`src/rtl/onewire_if.sv`:
```
// onewire_if: host-side command/response bundle for the 1-Wire byte master.
//   cmd_valid/cmd_ready : command handshake, accepted when both are high
//   cmd                 : 0 reset/presence, 1 write byte, 2 read byte, 3 no-op
//   wdata               : byte to write, captured at acceptance
//   rdata               : last byte read, held until the next read completes
//   presence            : result of the last presence window
//   rsp_valid           : one-cycle completion pulse
//   busy                : inverse of cmd_ready
interface onewire_if;
  logic       cmd_valid;
  logic       cmd_ready;
  logic [1:0] cmd;
  logic [7:0] wdata;
  logic [7:0] rdata;
  logic       presence;
  logic       rsp_valid;
  logic       busy;

  modport master (
    output cmd_valid, cmd, wdata,
    input  cmd_ready, rdata, presence, rsp_valid, busy
  );

  modport slave (
    input  cmd_valid, cmd, wdata,
    output cmd_ready, rdata, presence, rsp_valid, busy
  );
endinterface

```
`src/rtl/onewire_master.sv`:
```
// onewire_master: byte-level 1-Wire bus master. Generates reset/presence,
// write and read time slots on an open-drain DQ line from a 1 us tick.
//   clk    : system clock, rising edge
//   reset  : asynchronous, active-high
//   host   : command/response bundle (slave side of onewire_if)
//   ow_oe  : 1 = pull DQ low (tri-state enable of the pad cell)
//   ow_in  : raw DQ pad input, asynchronous to clk
//
// state | meaning
// IDLE  | waiting for a command, DQ released
// RST   | 960 us reset/presence slot
// SLOT  | one of eight 70 us write or read slots
// DONE  | one-cycle completion, rsp_valid high
module onewire_master #(
  parameter int TICK_DIV = 29
) (
  input  logic clk,
  input  logic reset,
  onewire_if.slave host,
  output logic ow_oe,
  input  logic ow_in
);

  localparam int PW = (TICK_DIV > 2) ? $clog2(TICK_DIV) : 1;

  typedef enum logic [1:0] {IDLE, RST, SLOT, DONE} state_t;

  state_t        state_q, state_d;
  logic [PW-1:0] presc_q;
  logic [9:0]    t_q;
  logic [2:0]    bit_q;
  logic [7:0]    sreg_q;
  logic          is_read_q;
  logic          presence_q;
  logic [7:0]    rdata_q;
  logic [1:0]    sync_q;

  logic       ow_s;
  logic       tick;
  logic       accept;
  logic       cmd_ready;
  logic       rsp_valid;
  logic       slot_next;
  logic [9:0] low_len;

  assign ow_s   = sync_q[1];
  assign tick   = (presc_q == PW'(TICK_DIV - 1));
  assign accept = host.cmd_valid & cmd_ready;

  // Only a write-0 slot holds DQ low for 60 us; write-1 and read use 6 us.
  assign low_len = (!is_read_q && !sreg_q[bit_q]) ? 10'd60 : 10'd6;

  always_comb begin
    state_d   = state_q;
    ow_oe     = 1'b0;
    cmd_ready = 1'b0;
    rsp_valid = 1'b0;
    slot_next = 1'b0;
    unique case (state_q)
      IDLE: begin
        cmd_ready = 1'b1;
        if (host.cmd_valid) begin
          unique case (host.cmd)
            2'd0:       state_d = RST;
            2'd1, 2'd2: state_d = SLOT;
            default:    state_d = DONE;
          endcase
        end
      end
      RST: begin
        ow_oe = (t_q < 10'd480);
        if (tick && t_q == 10'd959) state_d = DONE;
      end
      SLOT: begin
        ow_oe = (t_q < low_len);
        if (tick && t_q == 10'd69) begin
          if (bit_q == 3'd7) state_d = DONE;
          else               slot_next = 1'b1;
        end
      end
      DONE: begin
        rsp_valid = 1'b1;
        state_d   = IDLE;
      end
      default: state_d = IDLE;
    endcase
  end

  always_ff @(posedge clk or posedge reset) begin
    if (reset) begin
      state_q <= IDLE;
    end else begin
      state_q <= state_d;
    end
  end

  always_ff @(posedge clk or posedge reset) begin
    if (reset) begin
      presc_q    <= '0;
      t_q        <= '0;
      bit_q      <= '0;
      sreg_q     <= '0;
      is_read_q  <= 1'b0;
      presence_q <= 1'b0;
      rdata_q    <= '0;
      sync_q     <= 2'b11;
    end else begin
      sync_q <= {sync_q[0], ow_in};

      if (state_q == IDLE || tick) presc_q <= '0;
      else                         presc_q <= presc_q + PW'(1);

      if (accept || slot_next) t_q <= '0;
      else if (tick)           t_q <= t_q + 10'd1;

      if (accept) begin
        bit_q     <= '0;
        is_read_q <= (host.cmd == 2'd2);
        sreg_q    <= (host.cmd == 2'd1) ? host.wdata : 8'h00;
      end else if (slot_next) begin
        bit_q <= bit_q + 3'd1;
      end else if (state_q == SLOT && is_read_q && tick && t_q == 10'd14) begin
        // LSB arrives first, so after eight shifts it sits in bit 0.
        sreg_q <= {ow_s, sreg_q[7:1]};
      end

      if (state_q == RST && tick && t_q == 10'd550) presence_q <= ~ow_s;

      // Loaded on entry to DONE so rdata is already valid alongside rsp_valid.
      if (state_q == SLOT && state_d == DONE && is_read_q) rdata_q <= sreg_q;
    end
  end

  assign host.cmd_ready = cmd_ready;
  assign host.busy      = ~cmd_ready;
  assign host.rsp_valid = rsp_valid;
  assign host.rdata     = rdata_q;
  assign host.presence  = presence_q;

endmodule

```
`src/flat_wrapper.sv`:
```
// flat-port wrapper written by rule: the top's interface ports become plain ports
module onewire_master_flat 
#(
  parameter int TICK_DIV = 29
)
  (clk, reset, ow_oe, ow_in, host_cmd_valid, host_cmd, host_wdata, host_cmd_ready, host_rdata, host_presence, host_rsp_valid, host_busy);
  onewire_if host_i ();
  input  logic clk;
  input  logic reset;
  output logic ow_oe;
  input  logic ow_in;
  input wire logic [$bits(host_i.cmd_valid)-1:0] host_cmd_valid;
  input wire logic [$bits(host_i.cmd)-1:0] host_cmd;
  input wire logic [$bits(host_i.wdata)-1:0] host_wdata;
  output wire logic [$bits(host_i.cmd_ready)-1:0] host_cmd_ready;
  output wire logic [$bits(host_i.rdata)-1:0] host_rdata;
  output wire logic [$bits(host_i.presence)-1:0] host_presence;
  output wire logic [$bits(host_i.rsp_valid)-1:0] host_rsp_valid;
  output wire logic [$bits(host_i.busy)-1:0] host_busy;
  assign host_i.cmd_valid = host_cmd_valid;
  assign host_i.cmd = host_cmd;
  assign host_i.wdata = host_wdata;
  assign host_cmd_ready = host_i.cmd_ready;
  assign host_rdata = host_i.rdata;
  assign host_presence = host_i.presence;
  assign host_rsp_valid = host_i.rsp_valid;
  assign host_busy = host_i.busy;
  onewire_master #(.TICK_DIV(TICK_DIV)) u_core (.clk(clk), .reset(reset), .host(host_i), .ow_oe(ow_oe), .ow_in(ow_in));
endmodule
```
`config.mk`:
```
export PLATFORM = sky130hd
export DESIGN_NAME = onewire_master_flat
export DESIGN_NICKNAME = d
export VERILOG_FILES = /design/src/rtl/onewire_if.sv /design/src/rtl/onewire_master.sv /design/src/flat_wrapper.sv
export SDC_FILE = /design/constraint.sdc
export NUM_CORES = 1
export LEC_CHECK = 0
export CAP_MARGIN = 5
export CORE_MARGIN = 3
export CORE_UTILIZATION = 40
export CTS_BUF_LIST = sky130_fd_sc_hd__clkbuf_4 sky130_fd_sc_hd__clkbuf_8 sky130_fd_sc_hd__clkbuf_16
export DETAILED_ROUTE_END_ITERATION = 10
export PLACE_DENSITY = 0.59
export SYNTH_ARGS = -nofsm -noshare
export SYNTH_HDL_FRONTEND = slang
export SYNTH_SLANG_ARGS = --single-unit
```
`constraint.sdc`:
```
create_clock -name clk -period 2.5 [get_ports clk]
set_input_delay 0.5 -clock clk [delete_from_list [all_inputs] [get_ports clk]]
set_output_delay 0.5 -clock clk [all_outputs]
set_load 0.02 [all_outputs]
```
# Yosys cells after proc, flatten, opt, wreduce, memory -nomap -nowiden
# Cells that the tools add are included.
[totals] out_inout_bits=13 in_bits=14 ff_bits=40 elab_cells=76
[classes] addsub=3 order_cmp=3 n_bitwise=3 n_eq_ne=13 muxes=24 reduce_logical=21
[ops] op="$mux 8" n=4
[ops] op="$eq 10x10->1 const B" n=2
[ops] op="$mux 10" n=2
[ops] op="$add 10x1->10 const B" n=1
[ops] op="$eq 10x4->1 const B" n=1
[ops] op="$eq 10x7->1 const B" n=1
[ops] op="$logic_and 1x1->1" n=10
[ops] op="$lt 10x10->1" n=1
[ops] op="$lt 10x9->1 const B" n=1
[ops] op="$eq 2x2->1 const B" n=4
[ops] op="$mux 2" n=4
[ops] op="$pmux 2 s4" n=1
[ops] op="$mux 1" n=6
[ops] op="$mux 3" n=2
[ops] op="$mux 6" n=1
[ops] op="$reduce_bool 2->1" n=3
[ops] op="$add 5x1->5 const B" n=1
[ops] op="$eq 5x5->1 const B" n=1
[ops] op="$mux 5" n=1
[ops] op="$eq 2x1->1 const B" n=2
[ops] op="$logic_not 2->1" n=2
[ops] op="$lt 3x4->1 const B" n=1
[ops] op="$pmux 2 s2" n=1
[ops] op="$add 3x1->3 const B" n=1
[ops] op="other kinds (10)" n=13

# Logic depth before layout (Yosys ltp)
# Gate-level depths: netlist (run 1).
[logic_depth] depth_word=8 mapped_depth=9 depth_no_buf=8

# Least setup slack after synthesis (run 1)
# OpenSTA, ideal clock, no wires.
[synth_timing] path_kind="reg2out" start="register u_core.bit_q[1]" end="output ow_oe" slack_ns=-0.106 stages_incl_launch_ff=9 required_ns=2.000 n_path_buf=1 arrival_ns=2.106 cell_sequence="dfrtp_1 > buf_2 > mux2i_1 > mux4_2 > nand2b_1 > ha_1 > nand4_1 > or4b_1 > o311a_1"
[synth_via] elab_chain_cells=7
[synth_lines] element="from (decl)" line="onewire_master.sv:31" text="logic [2:0] bit_q;"
[synth_lines] element="from (signal assigned)" line="onewire_master.sv:121" text="bit_q <= bit_q + 3'd1;"
[synth_lines] element="$bmux 1 s3" line="onewire_master.sv:51" text="assign low_len = (!is_read_q && !sreg_q[bit_q]) ? 10'd60 : 10'd6;"
[synth_lines] element="$mux 1 (not written as such)" line="onewire_master.sv:51"
[synth_lines] element="$logic_not 1->1" line="onewire_master.sv:51"
[synth_lines] element="$logic_and 1x1->1" line="onewire_master.sv:51"
[synth_lines] element="$mux 6" line="onewire_master.sv:51"
[synth_lines] element="$lt 10x10->1" line="onewire_master.sv:75" text="ow_oe = (t_q < low_len);"
[synth_lines] element="$pmux 1 s2" line="onewire_master.sv:59" text="unique case (state_q)"
[synth_lines] element="to (decl)" line="flat_wrapper.sv:10" text="output logic ow_oe;"
# No other way between the ends. The select of a mux whose other input is x is not followed.

# Worst setup path after layout (run 1)
# Same ends and word-level chain as after synthesis.

==> impl_results.rst, run 1 <==
.. list-table::
   :header-rows: 1

   * - Metric
     - Value
   * - Final Skew
     - roughly 4.9 ps
   * - Vias after detailed routing
     - between 1,500 and 2,000
   * - Die Height
     - between 80 and 90 um
   * - TritonCTS clock tree
     - yes
   * - Routed Wire Length
     - 5018 um
   * - Synth warn
     - 0
   * - Buf+Inv Stages, Crit Path
     - 1
   * - Core Footprint
     - about 0.0056 mm2
   * - Fraction of layout instances using a drive strength above 1
     - 0.2852
   * - Area occupied by multi-input gates
     - approximately 0.0013 mm2
   * - P&R area growth vs syn
     - 29.45%
   * - Weighted congestion reported at the end of routability-driven placement
     - ~0.84
   * - Hold Buf Count CTS
     - 0
   * - Slowest cell delay on critical path
     - between 500 and 600 ps
   * - Post-Synthesis Cells
     - 224
   * - Sinks on the clock net
     - 40
   * - Endpoint class of the critical path
     - primary output
   * - Transition time of the tightest slew-check pin
     - between 500 and 600 ps
   * - Number of I/O pins
     - 27
   * - Sequential cell area
     - roughly 0.001 mm2
   * - Min Clock Period, post-route
     - between 3000 and 4000 ps
   * - Cell-by-cell listing of the critical path
     - mux2i_1 > mux4_2 > nand2b_4 > ha_1 > nand4_1 > or4b_1 > o311a_4 > buf_4
   * - Die Wd
     - between 80 and 90 um
   * - Global-route wire length before repair
     - between 8000 and 9000 um
   * - Worst Setup Slack post-DPL
     - -705.7 ps
   * - Layout fillers
     - 530
   * - Required time at the endpoint of the critical path
     - 2000 ps
   * - Slew Viols, Final
     - 0
   * - Via-per-instance ratio
     - slightly above 5
   * - Starting utilization of the core area
     - 0.4212
   * - Startpoint type of the worst setup path
     - flip-flop
   * - Post-synthesis area per instance
     - ~11 um2
   * - Period utilization
     - 1.221
   * - Post-DP HPWL
     - around 3800 um
   * - Synthesized netlist net count
     - around 260
   * - Num CTS Buffers
     - 5
   * - Hold crit path type
     - flip-flop to flip-flop
   * - Number of nets at the end of the flow
     - roughly 310
   * - Slew Limit Headroom
     - 0.6486
   * - Number of global-route vias before repair
     - approximately 1,900
   * - Maximum number of pins on one net before global-route repair
     - 41
   * - Overall overflow remaining after global route
     - 0
   * - Total leakage power
     - roughly 1.4 nW
   * - Synthesized flop and latch total
     - 40
   * - Post-Syn Area
     - roughly 0.0024 mm2
   * - Initial detailed-routing violation count
     - 100
   * - RSZ-0062 raised after global routing
     - yes
   * - Residual DRC count
     - 0
   * - Proportion of synthesized flip-flops having asynchronous set or reset
     - 1.000
   * - Number of endpoints with negative hold slack in the final report
     - 0
   * - Number of max-cap violations
     - 0
   * - Number of post-CTS setup repair buffers
     - 0
   * - Gr usage total
     - 0.1593
   * - Most frequent cells in the layout
     - dfrtp_1, buf_4, nand2_1, clkdlybuf4s50_1
   * - Final-report setup violation count
     - 1
   * - Floorplan row count
     - 27
   * - Routed wirelength normalized by instance count
     - 14.10 um
   * - Smallest setup slack after layout
     - -552.2 ps
   * - Number of antenna violations at the first check in global routing
     - 0
   * - Number of different library cells in the post-synthesis netlist
     - 46
   * - # diodes
     - 0
   * - Most common cell after layout, fill and taps aside
     - dfrtp_1
   * - CTS Buffer Depth
     - 2
   * - Sequential-to-total area share from yosys stat
     - 0.4248
   * - Run status
     - finished with violations
   * - Number of H-tree levels
     - 2
   * - Clock latency reported for the late side of the worst-skew pair
     - 300 ps
   * - Critical-path cell with the highest stage delay
     - mux4_2
   * - Die Area
     - 0.006864 mm2
   * - Critical path data arrival time
     - between 2000 and 3000 ps
   * - Ys flop type
     - dfrtp_1
   * - Total Power
     - 2.514 mW
   * - Power density cells
     - between 800 and 900 mW/mm2
   * - Number of enable-type register cells in the synthesized netlist
     - 0
   * - IO buf count
     - 26
   * - Largest delay share family, worst path
     - simple AND/OR/NAND/NOR gates
   * - Clock transition at the registers of the reported paths
     - roughly 80 ps
   * - Setup slack of the most critical reg-to-reg path
     - 370 ps
   * - Core Util, Final
     - 0.5453
   * - Number of antenna-violating nets in the routed design
     - 0
   * - Number of search-and-repair iterations in the first detailed-routing pass
     - 4
   * - Worst setup path category
     - flip-flop to primary output
   * - Maximum frequency from static timing analysis
     - about 330 MHz
   * - Violations in the final reports
     - setup timing
   * - Maximum vdd ir drop
     - between 400 and 500 uV
   * - Root buffer cell
     - clkbuf_8
   * - Critical path fanouts, max
     - 5
routing by layer:
metal / GRT usage / part of all wire / vias to the layer above
li1: - / - / 916
met1: 0.1996 / 0.45 / 873
met2: 0.2690 / 0.50 / 34
met3: 0.03373 / 0.036 / 7
met4: 0.05944 / 0.019 / 0
met5: 0 / 0 / -
cells in the mapped netlist (2+ instances only):
master,n,area share
dfstp_2,2,0.022
nand4_1,9,0.024
nand4_2,2,0.011
a21oi_1,4,0.0085
dfrtp_1,38,0.40
mux2_2,17,0.081
nor4b_1,2,0.0074
o31ai_2,2,0.011
inv_1,13,0.021
o31ai_1,4,0.013
and4b_1,2,0.0085
and2_2,2,0.0064
nor2_1,11,0.017
nand2b_1,4,0.011
nor4_1,4,0.011
buf_2,6,0.013
clkbuf_1,2,0.0032
nor3_1,7,0.015
o21ai_0,10,0.021
mux2i_1,4,0.017
ha_1,17,0.090
nand3_1,5,0.011
xnor2_1,7,0.026
xor2_1,4,0.015
nand2_1,25,0.040
stage by stage:
| stage | instances | hold WS (ps) | TNS (ps) | area [um2] |
|---|---|---|---|---|
| after detailed placement | 348 | 352.0 | -705.7 | 2954 |
| after CTS | 356 | 364.1 | -578.2 | 3058 |
| after global placement | 348 | 345.9 | -630.0 | 2954 |
| after global routing | 356 | 369.4 | -678.9 | 3058 |
| after floorplan | 224 | 345.2 | -106.1 | 2374 |
| final | 356 | 360.6 | -552.2 | 3058 |
worst paths after layout:
path / startpoint / end / depth (start not counted)
max: u_core.bit_q[1]$_DFFE_PP0N_ / ow_oe / 8
min: u_core.sync_q[0]$_DFF_PP1_ / u_core.sync_q[1]$_DFF_PP1_ / 0
max reg2reg: u_core.presc_q[0]$_DFF_PP0_ / u_core.bit_q[0]$_DFFE_PP0N_ / 7
min reg2reg: u_core.sync_q[0]$_DFF_PP1_ / u_core.sync_q[1]$_DFF_PP1_ / 0
max in group asynchronous: reset / u_core.sync_q[1]$_DFF_PP1_ / 3
min in group asynchronous: reset / u_core.presc_q[2]$_DFF_PP0_ / 3
report_power, final:
part	leakage, nW	switching (mW)	internal (mW)
clock	0.0479	0.236	0.235
sequential	0.530	0.0847	0.797
combinational	0.806	0.540	0.621
cell type report:
class	instances	area share
clock buffers	7	0.02946
clock inverters	1	0.002455
inverters	13	0.01596
multi-input cells	161	0.4173
flip-flops and latches	40	0.3286
well taps	72	0.02946
repair buffers	62	0.1768
kinds of logic after synthesis:
kind of cell,Yosys count,share of synthesized area
muxes,22,0.1075
and+or+nand+nor,83,0.2044
adders and majority gates,17,0.09004
DFF,40,0.4248
AOI/OAI and AO/OA,28,0.08952
xor gates and xnor gates,11,0.04078
buffers and inverters,23,0.04290
state kept, by name, indices dropped and copies added, names as in the netlist:
name	flops
u_core.is_read_q	1
u_core.sync_q	2
u_core.bit_q	3
u_core.host.presence	1
u_core.host.rdata	8
u_core.presc_q	5
u_core.t_q	10
u_core.state_q	2
u_core.sreg_q	8
repair_timing:
item,in CTS,in global routing
gates resized for setup,7,0
endpoints found under the hold margin,0,0
setup endpoints to repair,1,1
No activity file was read; power rests on OpenSTA's default activity.
==> run 2: changes to the inputs <==
Settings changed: GPL_TIMING_DRIVEN set to 0.
==> run 2 against run 1 <==
Compared with the run above: the run still ends with setup timing left; sequential share of layout area increased by 1.7 points; non-clock buffer count decreased by 24; count of clock-buffer cells in the layout unchanged; highest routed layer unchanged; sequential power increased by 5.4%; worst setup slack got worse by 45 ps; critical path type unchanged; hold slack improved by 1.4 ps; clock skew about the same.
==> impl_results.rst, run 2 (synthesis gave the netlist of run 1 again) <==
.. list-table::
   :header-rows: 1

   * - Metric
     - Value
   * - Slew Viols, Final
     - 0 (unchanged)
   * - Number of antenna violations at the first check in global routing
     - 0 (unchanged)
   * - Num CTS Buffers
     - 5 (unchanged)
   * - Routed wirelength normalized by instance count
     - 15.08 um (+7.0%)
   * - Routed Wire Length
     - 5007 um (-0.22%)
   * - Power spent charging and discharging nets
     - 0.8547 mW (-0.75%)
   * - Share of power burned in the clock network
     - 0.233 (+0.046)
   * - Weighted congestion reported at the end of routability-driven placement
     - 0.7522 (-10%)
   * - RSZ-0062 raised after global routing
     - yes
   * - Overall overflow remaining after global route
     - 0 (unchanged)
   * - # diodes
     - 0 (unchanged)
   * - Core Footprint
     - 0.005608 mm2 (unchanged)
   * - Die Area
     - 0.006864 mm2 (unchanged)
   * - Post-DP HPWL
     - 3595 um (-6.3%)
   * - Gr usage total
     - 0.1600 (+0.0006948)
   * - Number of nets at the end of the flow
     - 290 (-7.6%)
   * - Slew Limit Headroom
     - 0.4205 (-0.2282)
   * - Starting utilization of the core area
     - 0.4212 (unchanged)
   * - Die Wd
     - 82.85 um (unchanged)
   * - Number of search-and-repair iterations in the first detailed-routing pass
     - 4 (unchanged)
   * - Core Util, Final
     - 0.5187 (-0.02655)
   * - Min Clock Period, post-route
     - 3098 ps (+45.47 ps)
   * - Startpoint type of the worst setup path
     - flip-flop
   * - CTS Buffer Depth
     - 2 (unchanged)
   * - Number of I/O pins
     - 27 (unchanged)
   * - TritonCTS clock tree
     - yes
   * - Critical path data arrival time
     - 2600 ps (+50 ps)
   * - Switching part of the total power
     - 0.3419 (-0.0006258)
   * - IO buf count
     - 26 (unchanged)
   * - Max FFs per register
     - 10 (unchanged)
   * - Number of max-cap violations
     - 0 (unchanged)
   * - Power density cells
     - 859.4 mW/mm2 (+4.5%)
   * - Smallest setup slack after layout
     - -597.7 ps (-45.47 ps)
   * - Fraction of layout instances using a drive strength above 1
     - 0.2231 (-0.06213)
   * - Internal power component
     - 1.645 mW (-0.47%)
   * - Worst setup path category
     - flip-flop to primary output
   * - Final Skew
     - 4.838 ps (-0.07904 ps)
   * - Maximum vdd ir drop
     - 425.1 uV (-4.1%)
   * - Via-per-instance ratio
     - 5.241 (+2.0%)
   * - Share of total power in combinational logic
     - 0.395 (-0.067)
   * - Number of endpoints with negative hold slack in the final report
     - 0 (unchanged)
   * - Vias after detailed routing
     - 1,740 (-4.9%)
   * - Most frequent cells in the layout
     - dfrtp_1, nand2_1, clkdlybuf4s50_1
   * - Number of H-tree levels
     - 2 (unchanged)
   * - Sinks on the clock net
     - 40 (unchanged)
   * - Endpoint class of the critical path
     - primary output
   * - Clock transition at the registers of the reported paths
     - 80 ps (about the same)
   * - Cell total after placement
     - 322 (-7.5%)
   * - Number of global-route vias before repair
     - 1,860 (-0.75%)
   * - Share of power burned in registers
     - 0.372 (+0.021)
   * - Die Height
     - 82.85 um (unchanged)
   * - Post-layout instance count excluding filler cells
     - 332 (-6.7%)
   * - Required time at the endpoint of the critical path
     - 2000 ps (about the same)
   * - Total leakage power
     - 1.266 nW (-8.5%)
   * - Transition time of the tightest slew-check pin
     - 868.1 ps (+348.3 ps)
   * - Maximum number of pins on one net before global-route repair
     - 41 (unchanged)
   * - Hold crit path type
     - flip-flop to flip-flop
   * - Largest register by flop count
     - u_core.t_q
   * - Number of antenna-violating nets in the routed design
     - 0 (unchanged)
   * - Initial detailed-routing violation count
     - 127 (+27%)
   * - Period utilization
     - 1.239 (+0.01819)
   * - Root buffer cell
     - clkbuf_8
   * - Floorplan row count
     - 27 (unchanged)
   * - P&R area growth vs syn
     - 23.15%
   * - Final-report setup violation count
     - 1 (unchanged)
   * - Global-route wire length before repair
     - 9039 um (+1.5%)
   * - Maximum frequency from static timing analysis
     - 322.8 MHz (-1.5%)
   * - Most common cell after layout, fill and taps aside
     - dfrtp_1
   * - Hold WS
     - 362.0 ps (+1.390 ps)
   * - Critical path fanouts, max
     - 5 (unchanged)
   * - Run status
     - finished with violations
   * - Residual DRC count
     - 0 (unchanged)
   * - Violations in the final reports
     - setup timing
   * - Clock latency reported for the late side of the worst-skew pair
     - 290 ps (about the same)
   * - Total Power
     - 2.500 mW (-0.56%)
[run 2: final cells by class]
type                            instances  area, um2
Buffer                                  9      47.55
Clock buffer                            7      96.34
Clock inverter                          1      30.03
Fill cell                             554       2699
Inverter                               13      48.80
Multi-Input combinational cell        161       1305
Sequential cell                        40       1005
Tap cell                               72      90.09
Timing Repair Buffer                   29      286.5
[run 2: metrics by stage]
stage	area, um2	setup TNS (ps)	worst slack (ps)
final	2909	-597.7	-597.7
after global routing	2909	-704.3	-704.3
after CTS	2903	-632.7	-632.7
after detailed placement	2724	-808.0	-775.5
after global placement	2724	-813.6	-774.5
after floorplan	2374	-106.1	-106.1
[run 2: worst max-delay path, cell delays in order (launching register included)]
cell      delay [ps]
dfrtp_2          460
mux2i_1          130
mux4_2           540
nand2b_4         130
ha_4             140
nand4_1          130
or4b_4           510
o311a_4          140
buf_6            130
[run 2: power by group through the flow]
stage / clock network, mW / logic [mW] / registers, mW
detailed placement: 0 / 0.949 / 0.944
finish: 0.583 / 0.988 / 0.930
global route: 0.636 / 1.09 / 0.954
CTS: 0.606 / 0.996 / 0.931
floorplan: 0 / 0.601 / 0.960
global placement: 0 / 0.942 / 0.942
[run 2: repair_timing]
action,in CTS,in global routing
hold endpoints to repair,0,0
buffers inserted,3,0
pin swaps,2,2
resized for setup,10,2
hold buffers,0,0
endpoints found under the setup margin,1,2
[run 2: routing by layer]
layer / GRT usage / wire (um) / part of all wire / vias up
met1: 0.2118 / 2447 / 0.49 / 837
met4: 0.04160 / 54 / 0.011 / 0
met3: 0.03472 / 147 / 0.029 / 5
met2: 0.2653 / 2358 / 0.47 / 26
met5: 0 / 0 / 0 / -
li1: - / - / - / 872
[run 2: path summary, 6_finish.rpt]
| path | start | end | slack (ps) | cells after the start |
|---|---|---|---|---|
| max in group asynchronous | reset | u_core.bit_q[1]$_DFFE_PP0N_ | 1190 | 2 |
| min in group asynchronous | reset | u_core.presc_q[0]$_DFF_PP0_ | 710 | 2 |
| hold reg to reg | u_core.sync_q[0]$_DFF_PP1_ | u_core.sync_q[1]$_DFF_PP1_ | 360 | 0 |
| setup reg to reg | u_core.bit_q[1]$_DFFE_PP0N_ | u_core.host.rdata[2]$_DFFE_PP0P_ | 190 | 7 |
| setup / recovery | u_core.bit_q[1]$_DFFE_PP0N_ | ow_oe | -600 | 8 |
| hold / removal | u_core.sync_q[0]$_DFF_PP1_ | u_core.sync_q[1]$_DFF_PP1_ | 360 | 0 |
